<file path="src/rtl/riscv_ctrl_pkg.sv">
// riscv_ctrl_pkg: opcodes, FSM states and datapath select encodings for the multicycle RV32I controller
package riscv_ctrl_pkg;
  localparam logic [6:0] OP_LOAD  = 7'b0000011;
  localparam logic [6:0] OP_STORE = 7'b0100011;
  localparam logic [6:0] OP_R     = 7'b0110011;
  localparam logic [6:0] OP_I     = 7'b0010011;
  localparam logic [6:0] OP_JAL   = 7'b1101111;
  localparam logic [6:0] OP_BEQ   = 7'b1100011;
  typedef enum logic [3:0] {
    FETCH, DECODE, MEMADR, MEMREAD, MEMWB, MEMWRITE, EXEC_R, EXEC_I, ALUWB, JAL, BEQ
  } state_t;
  localparam logic [1:0] RES_ALUOUT    = 2'b00;
  localparam logic [1:0] RES_DATA      = 2'b01;
  localparam logic [1:0] RES_ALURESULT = 2'b10;
  localparam logic [1:0] SRCA_PC       = 2'b00;
  localparam logic [1:0] SRCA_OLDPC    = 2'b01;
  localparam logic [1:0] SRCA_RS1      = 2'b10;
  localparam logic [1:0] SRCB_RS2      = 2'b00;
  localparam logic [1:0] SRCB_IMM      = 2'b01;
  localparam logic [1:0] SRCB_FOUR     = 2'b10;
  localparam logic [1:0] ALUOP_ADD     = 2'b00;
  localparam logic [1:0] ALUOP_SUB     = 2'b01;
  localparam logic [1:0] ALUOP_FUNCT   = 2'b10;
  localparam logic [1:0] IMM_I         = 2'b00;
  localparam logic [1:0] IMM_S         = 2'b01;
  localparam logic [1:0] IMM_B         = 2'b10;
  localparam logic [1:0] IMM_J         = 2'b11;
  function automatic state_t decode_next(input logic [6:0] op);
    return (op == OP_LOAD || op == OP_STORE) ? MEMADR :
           (op == OP_R)   ? EXEC_R :
           (op == OP_I)   ? EXEC_I :
           (op == OP_JAL) ? JAL :
           (op == OP_BEQ) ? BEQ : FETCH;
  endfunction
endpackage

</file>
<file path="src/rtl/multicycle_controller_if.sv">
// multicycle_controller_if: opcode/flag/handshake inputs and datapath control outputs of the sequencer
interface multicycle_controller_if;
  logic [6:0] op;
  logic       zero;
  logic       mem_ready;
  logic       PCWrite;
  logic       AdrSrc;
  logic       MemWrite;
  logic       IRWrite;
  logic       RegWrite;
  logic [1:0] ResultSrc;
  logic [1:0] ALUSrcA;
  logic [1:0] ALUSrcB;
  logic [1:0] ALUOp;
  logic [1:0] ImmSrc;
  logic       illegal;
  modport master (
    input  op, zero, mem_ready,
    output PCWrite, AdrSrc, MemWrite, IRWrite, RegWrite, ResultSrc, ALUSrcA, ALUSrcB, ALUOp, ImmSrc, illegal
  );
  modport slave (
    output op, zero, mem_ready,
    input  PCWrite, AdrSrc, MemWrite, IRWrite, RegWrite, ResultSrc, ALUSrcA, ALUSrcB, ALUOp, ImmSrc, illegal
  );
endinterface

</file>
<file path="src/rtl/imm_src_decoder.sv">
// imm_src_decoder: immediate format and supported-opcode flag from the opcode field
module imm_src_decoder
  import riscv_ctrl_pkg::*;
(
  input  logic [6:0] op,
  output logic [1:0] imm_src,
  output logic       legal
);
  always_comb begin
    imm_src = (op == OP_STORE) ? IMM_S :
              (op == OP_BEQ)   ? IMM_B :
              (op == OP_JAL)   ? IMM_J : IMM_I;
    legal   = op inside {OP_LOAD, OP_STORE, OP_R, OP_I, OP_JAL, OP_BEQ};
  end
endmodule

</file>
<file path="src/rtl/multicycle_controller.sv">
// multicycle_controller: fetch/decode/execute/memory/writeback sequencer with memory-ready stalls
// and a retired-instruction counter.
module multicycle_controller
  import riscv_ctrl_pkg::*;
#(
  parameter int CNT_W = 32
) (
  input  logic                 clk,
  input  logic                 reset,
  multicycle_controller_if.master bus,
  output logic [CNT_W-1:0]     instret
);
  state_t             state_q, state_d;
  logic [CNT_W-1:0]   instret_q, instret_d;
  logic [1:0]         imm_src;
  logic               legal;
  logic               retire;
  imm_src_decoder u_imm (
    .op      (bus.op),
    .imm_src (imm_src),
    .legal   (legal)
  );
  always_ff @(posedge clk or posedge reset) begin
    if (reset) begin
      state_q   <= FETCH;
      instret_q <= '0;
    end else begin
      state_q   <= state_d;
      instret_q <= instret_d;
    end
  end
  always_comb begin
    state_d       = state_q;
    bus.PCWrite   = 1'b0;
    bus.AdrSrc    = 1'b0;
    bus.MemWrite  = 1'b0;
    bus.IRWrite   = 1'b0;
    bus.RegWrite  = 1'b0;
    bus.ResultSrc = RES_ALUOUT;
    bus.ALUSrcA   = SRCA_PC;
    bus.ALUSrcB   = SRCB_RS2;
    bus.ALUOp     = ALUOP_ADD;
    bus.ImmSrc    = imm_src;
    bus.illegal   = 1'b0;
    case (state_q)
      FETCH: begin
        bus.IRWrite   = bus.mem_ready;
        bus.PCWrite   = bus.mem_ready;
        bus.ALUSrcB   = SRCB_FOUR;
        bus.ResultSrc = RES_ALURESULT;
        state_d       = bus.mem_ready ? DECODE : FETCH;
      end
      DECODE: begin
        bus.ALUSrcA = SRCA_OLDPC;
        bus.ALUSrcB = SRCB_IMM;
        bus.illegal = !legal;
        state_d     = decode_next(bus.op);
      end
      MEMADR: begin
        bus.ALUSrcA = SRCA_RS1;
        bus.ALUSrcB = SRCB_IMM;
        state_d     = (bus.op == OP_LOAD) ? MEMREAD : MEMWRITE;
      end
      MEMREAD: begin
        bus.AdrSrc = 1'b1;
        state_d    = bus.mem_ready ? MEMWB : MEMREAD;
      end
      MEMWB: begin
        bus.ResultSrc = RES_DATA;
        bus.RegWrite  = 1'b1;
        state_d       = FETCH;
      end
      MEMWRITE: begin
        bus.AdrSrc   = 1'b1;
        bus.MemWrite = 1'b1;
        state_d      = bus.mem_ready ? FETCH : MEMWRITE;
      end
      EXEC_R: begin
        bus.ALUSrcA = SRCA_RS1;
        bus.ALUOp   = ALUOP_FUNCT;
        state_d     = ALUWB;
      end
      EXEC_I: begin
        bus.ALUSrcA = SRCA_RS1;
        bus.ALUSrcB = SRCB_IMM;
        bus.ALUOp   = ALUOP_FUNCT;
        state_d     = ALUWB;
      end
      ALUWB: begin
        bus.RegWrite = 1'b1;
        state_d      = FETCH;
      end
      JAL: begin
        bus.ALUSrcA = SRCA_OLDPC;
        bus.ALUSrcB = SRCB_FOUR;
        bus.PCWrite = 1'b1;
        state_d     = ALUWB;
      end
      BEQ: begin
        bus.ALUSrcA = SRCA_RS1;
        bus.ALUOp   = ALUOP_SUB;
        bus.PCWrite = bus.zero;
        state_d     = FETCH;
      end
      default: state_d = FETCH;
    endcase
    // an illegal-opcode bounce from DECODE is not a retirement
    retire    = (state_d == FETCH) && (state_q inside {MEMWB, MEMWRITE, ALUWB, BEQ});
    instret_d = instret_q + CNT_W'(retire);
  end
  assign instret = instret_q;
endmodule

</file>
<file path="src/flat_wrapper.sv">
// flat-port wrapper written by rule: the top's interface ports become plain ports
module multicycle_controller_flat import riscv_ctrl_pkg::*;
#(
  parameter int CNT_W = 32
)
  (clk, reset, instret, bus_op, bus_zero, bus_mem_ready, bus_PCWrite, bus_AdrSrc, bus_MemWrite, bus_IRWrite, bus_RegWrite, bus_ResultSrc, bus_ALUSrcA, bus_ALUSrcB, bus_ALUOp, bus_ImmSrc, bus_illegal);
  multicycle_controller_if bus_i ();
  input  logic clk;
  input  logic reset;
  output logic [CNT_W-1:0] instret;
  input wire logic [$bits(bus_i.op)-1:0] bus_op;
  input wire logic [$bits(bus_i.zero)-1:0] bus_zero;
  input wire logic [$bits(bus_i.mem_ready)-1:0] bus_mem_ready;
  output wire logic [$bits(bus_i.PCWrite)-1:0] bus_PCWrite;
  output wire logic [$bits(bus_i.AdrSrc)-1:0] bus_AdrSrc;
  output wire logic [$bits(bus_i.MemWrite)-1:0] bus_MemWrite;
  output wire logic [$bits(bus_i.IRWrite)-1:0] bus_IRWrite;
  output wire logic [$bits(bus_i.RegWrite)-1:0] bus_RegWrite;
  output wire logic [$bits(bus_i.ResultSrc)-1:0] bus_ResultSrc;
  output wire logic [$bits(bus_i.ALUSrcA)-1:0] bus_ALUSrcA;
  output wire logic [$bits(bus_i.ALUSrcB)-1:0] bus_ALUSrcB;
  output wire logic [$bits(bus_i.ALUOp)-1:0] bus_ALUOp;
  output wire logic [$bits(bus_i.ImmSrc)-1:0] bus_ImmSrc;
  output wire logic [$bits(bus_i.illegal)-1:0] bus_illegal;
  assign bus_i.op = bus_op;
  assign bus_i.zero = bus_zero;
  assign bus_i.mem_ready = bus_mem_ready;
  assign bus_PCWrite = bus_i.PCWrite;
  assign bus_AdrSrc = bus_i.AdrSrc;
  assign bus_MemWrite = bus_i.MemWrite;
  assign bus_IRWrite = bus_i.IRWrite;
  assign bus_RegWrite = bus_i.RegWrite;
  assign bus_ResultSrc = bus_i.ResultSrc;
  assign bus_ALUSrcA = bus_i.ALUSrcA;
  assign bus_ALUSrcB = bus_i.ALUSrcB;
  assign bus_ALUOp = bus_i.ALUOp;
  assign bus_ImmSrc = bus_i.ImmSrc;
  assign bus_illegal = bus_i.illegal;
  multicycle_controller #(.CNT_W(CNT_W)) u_core (.clk(clk), .reset(reset), .bus(bus_i), .instret(instret));
endmodule
</file>
<file path="config.mk">
export PLATFORM = sky130hd
export DESIGN_NAME = multicycle_controller_flat
export DESIGN_NICKNAME = d
export VERILOG_FILES = /design/src/rtl/riscv_ctrl_pkg.sv /design/src/rtl/multicycle_controller_if.sv /design/src/rtl/imm_src_decoder.sv /design/src/rtl/multicycle_controller.sv /design/src/flat_wrapper.sv
export SDC_FILE = /design/constraint.sdc
export NUM_CORES = 1
export LEC_CHECK = 0
export CORE_AREA = 5 5 66 68
export DETAILED_ROUTE_END_ITERATION = 10
export DIE_AREA = 0 0 71 73
export DONT_BUFFER_PORTS = 1
export GPL_ROUTABILITY_DRIVEN = 0
export PLACE_DENSITY = 0.7
export SYNTH_ARGS = -nofsm -noshare
export SYNTH_HDL_FRONTEND = slang
export SYNTH_SLANG_ARGS = --single-unit
</file>
<file path="constraint.sdc">
create_clock -name clk -period 2.4 [get_ports clk]
set_input_delay 0.24 -clock clk [delete_from_list [all_inputs] [get_ports clk]]
set_output_delay 0.24 -clock clk [all_outputs]
set_load 0.005 [all_outputs]
</file>
==> key figures <==
Outcome
  – Status: complete, no violations

Floorplan
  – Die span in x: 71 microns
  – Core area: 3800 sq um
  – Die area: 5180 sq um
  – Top Ports: 59
  – Starting Density: 52.7%
  – Die Y: 73 microns
  – # rows: 23

Timing
  – Least-Margin Pin Slew: 0.561 ns
  – Final Critical Period: 2.34 ns
  – Clock Skew: 0.00482 ns
  – Worst slew margin: 62.3%
  – Final worst slack: 0.0611 ns
  – Max-slew violation count: 0
  – Hold Vio Cnt, Final: 0
  – Final setup viols: 0
  – Fin Setup TNS: 0 ns
  – Max Clock Freq: 0.428 GHz
  – Final worst path period share: 97.5%

Synthesis
  – Post-synth EDFFs: 0
  – Register area share after synthesis: 45.0%
  – Ys Warns: 0
  – Mapped Area: 2000 sq um
  – Most common cell in the synthesized netlist: dfrtp_1
  – Async set-reset flop share out of synthesis: 100%
  – Post-synth top flop: dfrtp_1
  – Largest cells by area after synthesis: dfrtp_1 (45%), xnor2_1 (12%), nand4_1 (5.3%)
  – Synth Register Bits: 36
  – Post-Syn Instances: 196
  – Most frequent cells after synthesis: dfrtp_1 (36), xnor2_1 (27), nand4_1 (17)
  – Syn avg cell area: 10.2 sq um
  – Synth top area share: 45.0%
  – Post-synth top area cell: dfrtp_1
  – Syn Nets: 210
  – Yosys cell types: 44

Setup path
  – CP max stage cell: dfrtp_2
  – CP Max Fanout: 8
  – Req. time, crit path: 2.57 ns
  – CP most frequent cell: nand4_1
  – CP arrival: 2.50 ns
  – Worst setup SP type: register
  – Bufs and invs on worst path: 1
  – Worst setup EP type: register
  – Crit Path Category: register to register
  – CP Cell Sequence: nor2b_2, and2_1, o32a_1, ha_4, ha_1, nand4_1, buf_4, nor3_4, nand4_1, xnor2_1
  – CP top delay family: simple AND/OR/NAND/NOR gates
  – Critical Path Max Stage Delay: 0.45 ns

GRT
  – Initial antenna violation count: 0
  – Vias in the first global route: 1603
  – GRT Overall Usage: 18.1%
  – First-pass GRT wire length: 7.42 mm
  – Global route overflow: 0
  – Largest net degree at the start of global routing: 28

Route
  – Via count: 1547
  – Initial drt markers: 67
  – Antenna Violating Nets Remaining: 0
  – Total Wirelength: 4.64 mm
  – DR DRC count: 0
  – DR pass1 iterations: 5
  – WL/cell: 17.6 microns
  – Vias per inst: 5.86

Final layout
  – NumNets Final: 228
  – Fraction of layout cells with a size suffix above 1: 20.1%
  – Final core area utilization: 60.7%
  – Ant diodes: 0
  – Layout area overhead: 15.3%

Placement
  – IO buf count: 0
  – Dpl hpwl: 3.49 mm
  – DP Worst Slack: -0.0431 ns

Clock network
  – Clock transition at path regs: 0.07 ns
  – CTS buffer count: 5
  – Clock Tree Buf Depth: 2
  – Worst-Skew Late Latency: 0.28 ns
  – CTS H-tree lvls: 2
  – Clk root buf: clkbuf_8
  – CTS tree: built
  – Clk sinks: 36

Hold path
  – Hold Crit Class: input port to register

Power and ir drop
  – Pwr Density: 512 nW/um^2
  – VDD IR-drop max: 0.390 mV
  – P_leak: 0.981 nW

Job
  – Number of max-cap violations: 0
## flip-flops by register name, summed over array words and instances (netlist names)
name            flops
u_core.instret     32
u_core.state_q      4
## power breakdown
group          internal (mW)  total [mW]  switching, mW
Sequential             0.634       0.686         0.0525
Clock                  0.197       0.395          0.198
Combinational         0.0460      0.0987         0.0527
Total                  0.877        1.18          0.303
## routing by layer
metal / global-route usage, % / up-vias / share of wire (%)
li1: - / 732 / -
met1: 21.5 / 763 / 42
met2: 30.3 / 48 / 50
met3: 7.16 / 4 / 8.0
met4: 5.64 / 0 / 0.37
met5: 0 / - / 0
## layout by cell type (no fill, tap or decap), types with 4 or more instances in the layout
cell type / Yosys / layout
and3_1: 5 / 5
nand2_1: 9 / 9
nor2_1: 16 / 15
xor2_1: 6 / 6
nand4_1: 17 / 17
nand2b_1: 6 / 5
o21ai_0: 5 / 5
clkbuf_8: 0 / 5
inv_1: 5 / 4
buf_4: 0 / 15
nor2b_1: 5 / 4
nand3_1: 12 / 12
xnor2_1: 27 / 27
dfrtp_1: 36 / 33
## what timing repair did
action,in CTS,in global routing
hold endpoints to repair,9,0
hold buffers,1,0
setup buffers,0,4
pin swaps,0,3
endpoints found under the setup margin,7,14
resized for setup,4,10
## cell type report
cell class / instances / area (sq um)
inverter: 5 / 18.8
clock buffer: 6 / 72.6
timing repair buffer: 17 / 143
fill: 324 / 1490
tap: 50 / 62.6
multi-input combinational: 149 / 1100
sequential: 36 / 905
clock inverter: 1 / 5.00
## path summary, 6_finish.rpt
check / startpoint / endpoint / slack [ns] / cells after the start
worst max-delay path: u_core.state_q[1] / u_core.instret[16] / 0.06 / 10
worst min-delay path: bus_op[4] / u_core.state_q[1] / 0.07 / 1
worst max register to register: u_core.state_q[1] / u_core.instret[16] / 0.06 / 10
worst min register to register: u_core.instret[31] / u_core.instret[31] / 0.51 / 1
max in group asynchronous: reset / u_core.instret[28] / 1.30 / 3
min in group asynchronous: reset / u_core.instret[2] / 0.40 / 2
## kinds of logic after synthesis
kind of cell / count (synthesis) / share of synthesized area, %
DFF: 36 / 45.0
AOI/OAI and AO/OA: 16 / 5.57
and+or+nand+nor: 96 / 30.1
muxes: 1 / 0.500
xor gates and xnor gates: 33 / 14.4
adders and majority gates: 3 / 1.88
buffers and inverters: 11 / 2.50
## metrics by stage
| stage | std cells | power (mW) | area (sq um) | hold slack [ns] |
|---|---|---|---|---|
| after floorplan | 196 | 0.741 | 2000 | 0.337 |
| after global placement | 252 | 0.771 | 2120 | 0.135 |
| after detailed placement | 252 | 0.778 | 2120 | 0.153 |
| after CTS | 260 | 1.18 | 2220 | 0.0606 |
| after global routing | 264 | 1.24 | 2310 | 0.0659 |
| final | 264 | 1.18 | 2310 | 0.0721 |
Power figures use the tool's default switching activity.
